### config.mk
export PLATFORM = sky130hd
export DESIGN_NAME = note_fetch_sequencer
export DESIGN_NICKNAME = d
export VERILOG_FILES = /design/src/rtl/note_pkg.sv /design/src/rtl/rr_arbiter.sv /design/src/rtl/note_fetch_sequencer.sv
export SDC_FILE = /design/constraint.sdc
export NUM_CORES = 1
export LEC_CHECK = 0
export ABC_AREA = 1
export BUFFER_PORTS_ARGS = -buffer_cell sky130_fd_sc_hd__buf_2
export CAP_MARGIN = 20
export CORE_MARGIN = 2
export CORE_UTILIZATION = 53
export DETAILED_ROUTE_END_ITERATION = 16
export MAX_ROUTING_LAYER = met4
export PLACE_DENSITY_LB_ADDON = 0.1
export SLEW_MARGIN = 10
export SYNTH_ARGS = -nofsm -noshare
export SYNTH_HDL_FRONTEND = slang
export SYNTH_HIERARCHICAL = 1
export SYNTH_SLANG_ARGS = --single-unit
### constraint.sdc
create_clock -name clock -period 2.8 [get_ports clock]
set_input_delay 0 -clock clock [delete_from_list [all_inputs] [get_ports clock]]
set_output_delay 0 -clock clock [all_outputs]
set_load 0.1 [all_outputs]
### src/rtl/note_pkg.sv
// Note-word layout, end-of-channel marker and sequencer state encoding.
// Latency: none; this file holds constants and types only.
// Backpressure: not applicable.
package note_pkg;

    localparam int SONG_W    = 2;
    localparam int PITCH_MSB = 15;
    localparam int PITCH_LSB = 10;
    localparam int PITCH_W   = PITCH_MSB - PITCH_LSB + 1;
    localparam int DUR_W     = 10;

    localparam logic [DUR_W-1:0] END_DUR = '0;

    typedef enum logic [1:0] {
        IDLE,
        LOAD0,
        LOAD1,
        RUN
    } seq_state_t;

    typedef struct packed {
        logic [PITCH_W-1:0] pitch;
        logic [DUR_W-1:0]   dur;
    } note_t;

endpackage

### src/rtl/rr_arbiter.sv
// Round-robin pick among requesters, with a rotating priority pointer.
// Latency: the grant is combinational; the pointer moves on the edge that accepts the grant.
// Backpressure: the pointer holds whenever advance is low.
module rr_arbiter #(
    parameter  int N  = 4,
    localparam int IW = (N > 1) ? $clog2(N) : 1
) (
    input  logic          clock,
    input  logic          reset,
    input  logic [N-1:0]  req,
    input  logic          advance,
    output logic [N-1:0]  grant,
    output logic          grant_vld,
    output logic [IW-1:0] grant_idx
);

    logic [IW-1:0] prio;
    logic [IW-1:0] cand;

    always_comb begin
        grant     = '0;
        grant_vld = 1'b0;
        grant_idx = '0;
        cand      = '0;
        for (int i = 0; i < N; i++) begin
            cand = IW'((int'(prio) + i) % N);
            if (!grant_vld && req[cand]) begin
                grant_vld   = 1'b1;
                grant_idx   = cand;
                grant[cand] = 1'b1;
            end
        end
    end

    always_ff @(posedge clock) begin
        if (reset) begin
            prio <= '0;
        end else if (advance && grant_vld) begin
            prio <= (grant_idx == IW'(N - 1)) ? '0 : grant_idx + 1'b1;
        end
    end

endmodule

### src/rtl/note_fetch_sequencer.sv
// Multiple playback channels share one note-memory read port; each channel fetches its next note when its duration expires.
// Latency: start to first read strobe is 2 cycles; a note word lands in ch_pitch 2 cycles after its read strobe.
// Backpressure: none; one read per cycle, and channels waiting on a fetch drop ticks.
module note_fetch_sequencer
    import note_pkg::*;
#(
    parameter int NUM_CH = 4,
    parameter int SONG_W = note_pkg::SONG_W,
    parameter int ADDR_W = 16
) (
    input  logic                      clock,
    input  logic                      reset,
    input  logic                      start,
    input  logic                      stop,
    input  logic [SONG_W-1:0]         song,
    input  logic                      tick,
    output logic [SONG_W-1:0]         pos_song,
    input  logic [NUM_CH*ADDR_W-1:0]  pos_base,
    output logic                      mem_rd,
    output logic [ADDR_W-1:0]         mem_addr,
    input  logic [15:0]               mem_data,
    output logic [NUM_CH*PITCH_W-1:0] ch_pitch,
    output logic [NUM_CH-1:0]         ch_active,
    output logic                      busy,
    output logic                      done
);

    localparam int IDX_W = (NUM_CH > 1) ? $clog2(NUM_CH) : 1;

    seq_state_t         state;
    logic [NUM_CH-1:0]  req;
    logic [NUM_CH-1:0]  active;
    logic [NUM_CH-1:0]  in_flight;
    logic [NUM_CH-1:0]  arb_req;
    logic [NUM_CH-1:0]  grant;
    logic [ADDR_W-1:0]  ptr    [NUM_CH];
    logic [ADDR_W-1:0]  base   [NUM_CH];
    logic [DUR_W-1:0]   remain [NUM_CH];
    logic [PITCH_W-1:0] pitch  [NUM_CH];
    logic [IDX_W-1:0]   grant_idx;
    logic [IDX_W-1:0]   rd_tag;
    logic [IDX_W-1:0]   ret_tag;
    logic               grant_vld;
    logic               issue;
    logic               ret_vld;
    note_t              ret_note;

    assign ret_note  = note_t'(mem_data);
    assign busy      = (state != IDLE);
    assign ch_active = active;

    always_comb begin
        base      = '{default: '0};
        ch_pitch  = '0;
        in_flight = '0;
        for (int c = 0; c < NUM_CH; c++) begin
            base[c] = pos_base[c*ADDR_W +: ADDR_W];
            ch_pitch[c*PITCH_W +: PITCH_W] = pitch[c];
            in_flight[c] = (mem_rd && rd_tag == IDX_W'(c)) ||
                           (ret_vld && ret_tag == IDX_W'(c));
        end
    end

    // The first grant is issued on the LOAD1 edge itself, treating every channel as requesting.
    always_comb begin
        arb_req = '0;
        if (state == LOAD1) begin
            arb_req = '1;
        end else if (state == RUN) begin
            arb_req = req;
        end
    end

    assign issue = grant_vld && !stop && !start;

    rr_arbiter #(
        .N(NUM_CH)
    ) u_arb (
        .clock     (clock),
        .reset     (reset),
        .req       (arb_req),
        .advance   (issue),
        .grant     (grant),
        .grant_vld (grant_vld),
        .grant_idx (grant_idx)
    );

    always_ff @(posedge clock) begin
        if (reset) begin
            state    <= IDLE;
            pos_song <= '0;
            mem_rd   <= 1'b0;
            mem_addr <= '0;
            done     <= 1'b0;
            req      <= '0;
            active   <= '0;
            ret_vld  <= 1'b0;
            rd_tag   <= '0;
            ret_tag  <= '0;
            for (int c = 0; c < NUM_CH; c++) begin
                ptr[c]    <= '0;
                remain[c] <= '0;
                pitch[c]  <= '0;
            end
        end else begin
            done    <= 1'b0;
            mem_rd  <= issue;
            ret_vld <= mem_rd;
            ret_tag <= rd_tag;
            if (issue) begin
                rd_tag   <= grant_idx;
                mem_addr <= (state == LOAD1) ? base[grant_idx] : ptr[grant_idx];
            end

            if (stop) begin
                state    <= IDLE;
                req      <= '0;
                active   <= '0;
                ret_vld  <= 1'b0;
                mem_addr <= '0;
                for (int c = 0; c < NUM_CH; c++) begin
                    pitch[c] <= '0;
                end
            end else if (start) begin
                state    <= LOAD0;
                pos_song <= song;
                ret_vld  <= 1'b0;
            end else begin
                case (state)
                    LOAD0: state <= LOAD1;
                    LOAD1: begin
                        state  <= RUN;
                        active <= '1;
                        req    <= ~grant;
                        for (int c = 0; c < NUM_CH; c++) begin
                            ptr[c]    <= base[c];
                            remain[c] <= '0;
                            pitch[c]  <= '0;
                        end
                    end
                    RUN: begin
                        for (int c = 0; c < NUM_CH; c++) begin
                            if (tick && active[c] && !req[c] && !in_flight[c] &&
                                remain[c] != '0) begin
                                remain[c] <= remain[c] - 1'b1;
                                if (remain[c] == DUR_W'(1)) begin
                                    req[c] <= 1'b1;
                                end
                            end
                        end
                        if (issue) begin
                            req[grant_idx] <= 1'b0;
                        end
                        if (ret_vld) begin
                            if (ret_note.dur == END_DUR) begin
                                active[ret_tag] <= 1'b0;
                                pitch[ret_tag]  <= '0;
                            end else begin
                                pitch[ret_tag]  <= ret_note.pitch;
                                remain[ret_tag] <= ret_note.dur;
                                ptr[ret_tag]    <= ptr[ret_tag] + 1'b1;
                            end
                        end
                        if (active == '0 && !mem_rd && !ret_vld) begin
                            done  <= 1'b1;
                            state <= IDLE;
                        end
                    end
                    default: ;
                endcase
            end
        end
    end

endmodule

==> results.yml, run 1 <==
drt:
  viasPerCell: 5.62
  vias: 10136
  drtPass1Iterations: 7
  first_iter_violations: 1072
  routedWlPerCell_um: 18.3
  route.detailed.drc: 0
  ant_nets: 0
  totalWireLength_um: 33000
sta:
  finalHoldViolations: 0
  whs_ps: 34.7
  fin_crit_sh_pct: 91.8
  worst_pin_slew_ps: 592
  period_needed_ps: 2570
  skew_ps: 9.99
  rsz0062_at_grt: "false"
  fmax_ghz: 0.389
  tns_ps: 0
  finalMaxSlewViolations: 0
  finalSetupViolations: 0
  slew_headroom_pct: 60.4
cells_and_area:
  final_cell_count_no_fill: 1802
  nFillCells: 1588
  postLayoutCellArea_um2: 12800
  area_delta_synth_final_pct: 25.6
  multi_input_area_um2: 4840
  fin_nets: 1633
  final_layout_size_suffix_gt1_share_pct: 19.9
  antennaDiodeCount: 0
  ff_latch_area_um2: 4590
power:
  p_clk_share_pct: 42.8
  irDropWorstVdd_v: 0.000427
  seqPwrFrac_pct: 45.8
  power_leakage_uw: 0.00570
  p_per_area_nw_per_um2: 468
  p_comb_share_pct: 11.4
  internal_power_uw: 4380
  switching_share_pct: 26.9
  power.switching_uw: 1610
die:
  start_util_pct: 54.2
  dieArea_um2: 20400
  boundaryPins: 136
  die_h_um: 143
  core-area_um2: 18800
  die_x_um: 143
  rows: 50
clocking:
  clock_latency_ps: 440
  htreeDepth: 4
  clockRootBuffer: "clkbuf_16"
  clock_path_buffers: 2
  clock_sinks: 165
  numCtsBuffers: 17
  cts_tree: "yes"
  clkTransAtPathRegs_ps: 70
setup_path:
  setup.worst_path.end_class: "register"
  slowest_delay_ps: 360
  criticalPathCategory: "reg -> reg"
  critical_path_depth: 18
  critPathArrivalTime_ps: 2940
  slowest_stage: "dfxtp_1"
  critPathMaxFanout: 25
  critPathLaunchType: "register"
  crit_chain: "inv_2 -> a21oi_1 -> inv_1 -> nand2_1 -> nand3_2 -> nand2_4 -> inv_2 -> nand3_2 -> nand2_1 -> nand2_1 -> nand2_2 -> inv_1 -> nand2_1 -> inv_4 -> nand2_1 -> a41oi_1 -> a21oi_1 -> a21oi_1"
  path_buf_inv: 5
  worst_path_most_repeated_cell: "nand2_1"
  r2r_cells: 18
  path_delay_family: "simple AND/OR/NAND/NOR gates"
  required_ps: 3170
logic_synthesis:
  syn_inst: 1293
  async_reset_ff_share_pct: 0
  synth.area.top_cells: "edfxtp_1 38%, nand2_1 14%, dfxtp_1 7.3%"
  synth_top_cell_by_area: "edfxtp_1"
  synth_flop_cell: "edfxtp_1"
  synth.most_common_cell: "nand2_1"
  ys_seq_elements: 165
  yosysTopAreaCellShare_pct: 37.7
  synth_nets: 1397
  ys_seq_area_share_pct: 44.9
  synth_edf_count: 128
  syn_area_um2: 10200
  yosys_warnings: 6
  syn_avg_cell_area_um2: 7.89
  synth_common_cells: "390 x nand2_1, 128 x edfxtp_1, 120 x inv_1"
  yosysUniqueCellTypes: 46
global_route:
  grt-ovfl-total: 0
  grt_pass1_wl_um: 50700
  grt_max_degree: 42
  antenna_found_initial: 0
  grt_pass1_vias: 9691
  grt_util_all_layers_pct: 33.5
worst_hold_path:
  hold_path_class: "in -> reg"
  worstHoldPathCells: 4
placed_design:
  gp_congestion: 0.942
  post-place-cells: 1682
  port_buffers: 135
  placed_area_um2: 11300
  post-dp-hpwl_um: 22600
status:
  status: "finished, final reports clean"
job:
  drv_cap: 0
[layout make-up]
| class | instances | share of cell area, % |
|---|---|---|
| Clock buffer | 17 | 3.32 |
| Clock inverter | 15 | 1.64 |
| Inverter | 146 | 4.45 |
| Multi-Input combinational cell | 937 | 37.7 |
| Sequential cell | 165 | 35.8 |
| Tap cell | 260 | 2.54 |
| Timing Repair Buffer | 262 | 14.5 |
[worst min-delay path, delay by kind of cell]
kind                   cells  cell delay (ps)
AO/OA/AOI/OAI              2              210
buffers and inverters      1              110
AND/OR/NAND/NOR            1              110
[through the flow]
step | power [µW] | util (%) | setup WS [ps]
finish | 6000 | 68.1 | 228
global route | 6150 | 68.1 | 22.4
CTS | 5980 | 67.9 | 42.2
detailed placement | 3370 | 59.8 | 83.0
global placement | 3370 | 59.8 | 144
floorplan | 3170 | - | 183
[timing repair]
| item | 4_1_cts | 5_1_grt |
|---|---|---|
| hold endpoints to repair | 125 | 0 |
| hold buffers | 88 | 0 |
| setup endpoints to repair | 0 | 17 |
| resized for setup | 0 | 10 |
| setup buffers | 0 | 0 |
[state kept, by name, indices dropped and copies added (netlist names), named ones only]
register / count
ch_active: 4
done: 1
mem_addr: 16
mem_rd: 1
pitch: 24
pos_song: 2
ptr: 64
rd_tag: 2
remain: 40
req: 4
ret_tag: 2
ret_vld: 1
state: 2
u_arb/prio: 1
[power groups by stage]
| stage | Clock [µW] | Sequential, µW | Combinational, µW |
|---|---|---|---|
| finish | 2570 | 2750 | 683 |
| global route | 2660 | 2750 | 731 |
| CTS | 2570 | 2740 | 669 |
| detailed placement | 0 | 2800 | 573 |
| global placement | 0 | 2800 | 572 |
| floorplan | 0 | 2920 | 242 |
[logic make-up after synthesis]
kind of cell,after synthesis,share of synthesized area [%]
AND/OR/NAND/NOR,684,30.1
AO/OA/AOI/OAI,202,12.0
buffers and inverters,191,7.91
flip-flops,165,44.9
XOR/XNOR,34,2.99
adder cells (fa/ha/maj),17,2.08
[layout by cell type (no fill, tap or decap), drive strengths merged, types with 32 or more instances in the layout]
| cell type | synthesis | final |
|---|---|---|
| dlygate4sd3 | 0 | 88 |
| nand2 | 420 | 420 |
| nor2 | 113 | 113 |
| edfxtp | 128 | 128 |
| o21ai | 76 | 76 |
| dfxtp | 37 | 37 |
| inv | 145 | 153 |
| buf | 26 | 174 |
| nand4 | 32 | 32 |
| nand3 | 96 | 96 |
| o22ai | 64 | 64 |
[worst paths after layout]
path / startpoint / slack (ps) / end
max reg2reg: state[1] / 230 / mem_addr[13]
max: state[1] / 230 / mem_addr[13]
min reg2reg: rd_tag[1] / 530 / ret_tag[1]
min: start / 30 / req[1]
[per-layer routing]
| layer | part of all wire (%) | global-route usage (%) | up-vias |
|---|---|---|---|
| met2 | 49 | 56.0 | 500 |
| met3 | 7.5 | 5.10 | 97 |
| met4 | 3.4 | 12.4 | 0 |
| met5 | 0 | - | - |
| met1 | 40 | 41.4 | 4704 |
| li1 | - | - | 4835 |
(Power assumes the default switching activity.)
==> run 2, diff against run 1 <==
--- a/config.mk
+++ b/config.mk
@@ -8,8 +8,7 @@
 export ABC_AREA = 1
 export BUFFER_PORTS_ARGS = -buffer_cell sky130_fd_sc_hd__buf_2
 export CAP_MARGIN = 20
-export CORE_MARGIN = 2
-export CORE_UTILIZATION = 53
+export CORE_UTILIZATION = 59
 export DETAILED_ROUTE_END_ITERATION = 16
 export MAX_ROUTING_LAYER = met4
 export PLACE_DENSITY_LB_ADDON = 0.1
==> constraint.sdc (replaced) <==
create_clock -name clock -period 2.47 [get_ports clock]
set_input_delay 0 -clock clock [delete_from_list [all_inputs] [get_ports clock]]
set_output_delay 0 -clock clock [all_outputs]
set_load 0.1 [all_outputs]
==> run 2 against run 1 <==
  * Non-clock buffer count is 31 higher
  * Clock-buffer cell count is the same
  * Via count rose by 6.2%
  * Critical path type unchanged
  * Largest cell class unchanged
  * Highest routed layer unchanged
==> results.yml, run 2 (synthesized netlist as in run 1, its figures left out) <==
status:
  status: "finished, final reports clean"
sta:
  finalSetupViolations: 0
  tns_ps: 0
  rsz0062_at_grt: "true"
  finalMaxSlewViolations: 0
  period_needed_ps: 2420
  whs_ps: 34.5
  slew_headroom_pct: 34.3
  fmax_ghz: 0.414
  fin_crit_sh_pct: 97.8
  finalHoldViolations: 0
  skew_ps: 10.5
  worst_pin_slew_ps: 975
clocking:
  htreeDepth: 4
  clkTransAtPathRegs_ps: 70
  clock_path_buffers: 2
  clockRootBuffer: "clkbuf_16"
  clock_sinks: 165
  numCtsBuffers: 17
  cts_tree: "yes"
  clock_latency_ps: 430
placed_design:
  post-place-cells: 1668
  gp_congestion: 0.948
  post-dp-hpwl_um: 22700
  port_buffers: 135
setup_path:
  crit_chain: "buf_4 -> nand2_1 -> nand2_1 -> nand2_1 -> nand2_2 -> nor2_8 -> nand2_4 -> inv_4 -> nand3_2 -> nand2_4 -> nor2_4 -> buf_4 -> buf_6 -> a22oi_1 -> nand3_1 -> o21ai_2 -> a21oi_1"
  slowest_delay_ps: 360
  criticalPathCategory: "reg -> reg"
  worst_path_most_repeated_cell: "nand2_1"
  critPathArrivalTime_ps: 2740
  slowest_stage: "dfxtp_4"
  required_ps: 2790
  path_buf_inv: 4
  critPathMaxFanout: 13
  path_delay_family: "simple AND/OR/NAND/NOR gates"
  setup.worst_path.end_class: "register"
  critPathLaunchType: "register"
cells_and_area:
  mostFrequentLayoutCells: "383 x nand2_1, 135 x buf_2, 128 x edfxtp_1, 117 x inv_1, 97 x nor2_1"
  top_regs: "ptr: 64 flops, remain: 40 flops, pitch: 24 flops"
  area_delta_synth_final_pct: 28.4
  ff_latch_area_um2: 4590
  antennaDiodeCount: 0
  largest_register_ffs: 64
  multi_input_area_um2: 4940
  final_layout_size_suffix_gt1_share_pct: 23.0
  final_common_cell: "nand2_1"
  fin_nets: 1664
  nFillCells: 1176
  final_cell_count_no_fill: 1793
  top_register: "ptr"
global_route:
  grt_pass1_vias: 10607
  antenna_found_initial: 0
  grt_util_all_layers_pct: 41.0
  grt_pass1_wl_um: 54400
  grt-ovfl-total: 0
  grt_max_degree: 37
power:
  p_comb_share_pct: 12.3
  switching_share_pct: 26.7
  internal_power_uw: 4840
  power_leakage_uw: 0.00585
  p_per_area_nw_per_um2: 503
  irDropWorstVdd_v: 0.000499
  seqPwrFrac_pct: 47.2
  power.switching_uw: 1760
  p_clk_share_pct: 40.5
die:
  dieArea_um2: 17800
  start_util_pct: 60.9
  die_h_um: 134
  boundaryPins: 136
  die_x_um: 134
  rows: 47
  core-area_um2: 16800
worst_hold_path:
  hold_path_class: "in -> reg"
drt:
  routedWlPerCell_um: 19.4
  top_layer: "met4"
  met2_length_um: 16500
  ant_nets: 0
  drtPass1Iterations: 8
  dr_wl_met3_um: 3660
  vias: 10767
  totalWireLength_um: 34700
  met1_length_um: 13000
  route.detailed.drc: 0
  first_iter_violations: 1208
  viasPerCell: 6.01
job:
  drv_cap: 0
==> run 2: cell count changes in the layout (fill, tap and decap cells not counted), moves of 3 or more <==
| cell | previous run | this run |
|---|---|---|
| clkinv_4 | 1 | 8 |
| dfxtp_1 | 36 | 33 |
| o21ai_1 | 6 | 9 |
| inv_1 | 120 | 117 |
| o22ai_1 | 64 | 59 |
| o22ai_2 | 0 | 5 |
| o21ai_0 | 59 | 54 |
| nand2_2 | 24 | 28 |
| buf_4 | 38 | 64 |
| inv_6 | 7 | 2 |
| inv_2 | 19 | 22 |
| nand2_1 | 389 | 383 |
| buf_12 | 1 | 5 |
==> run 2: final cells by class <==
type / instances / area share [%]
flip-flops and latches: 165 / 35.0
clock inverters: 15 / 1.18
repair buffers: 293 / 16.4
well taps: 220 / 2.10
multi-input cells: 937 / 37.7
clock buffers: 17 / 3.25
inverters: 146 / 4.36
==> run 2: power by group through the flow <==
stage	Sequential, µW	Clock (µW)	Combinational [µW]
global route	3120	2790	859
detailed placement	3170	0	661
global placement	3170	0	654
finish	3110	2670	812
CTS	3110	2670	775
floorplan	3310	0	275
==> run 2: final timing paths <==
check / startpoint / end / slack (ps) / cells after the start
worst max register to register: register / mem_addr[12] / 50 / 17
worst min register to register: ch_active[1] / ch_active[1] / 520 / 2
worst min-delay path: start / req[0] / 30 / 4
worst max-delay path: register / mem_addr[12] / 50 / 17
==> run 2: timing repair <==
item                                    4_1_cts  5_1_grt
pin swaps                                     4        9
gates cloned                                  0        0
endpoints found under the hold margin       119        0
endpoints found under the setup margin       11       83
buffers inserted                              1        5
gates resized for setup                       6       35
hold buffers                                 87        0
==> run 2: through the flow <==
stage	utilization, %	area (µm²)	power (µW)	worst slack (ps)
floorplan	-	10200	3590	10.3
global placement	68.4	11500	3820	24.1
detailed placement	68.4	11500	3830	-81.7
CTS	77.3	12900	6550	0.606
global route	78.2	13100	6770	-78.6
finish	78.2	13100	6600	53.8
==> run 2: worst reg2reg max path, delay by kind of cell (launching register included) <==
family	cells	cell delay, ps
AOI/OAI and AO/OA	3	450
DFF	1	360
and+or+nand+nor	10	960
buffers and inverters	4	540
==> run 2: metal layers <==
layer | track usage [%] | vias up
met5 | - | -
met4 | 18.7 | 0
met3 | 9.47 | 161
met2 | 65.4 | 764
met1 | 49.5 | 4946
li1 | - | 4896
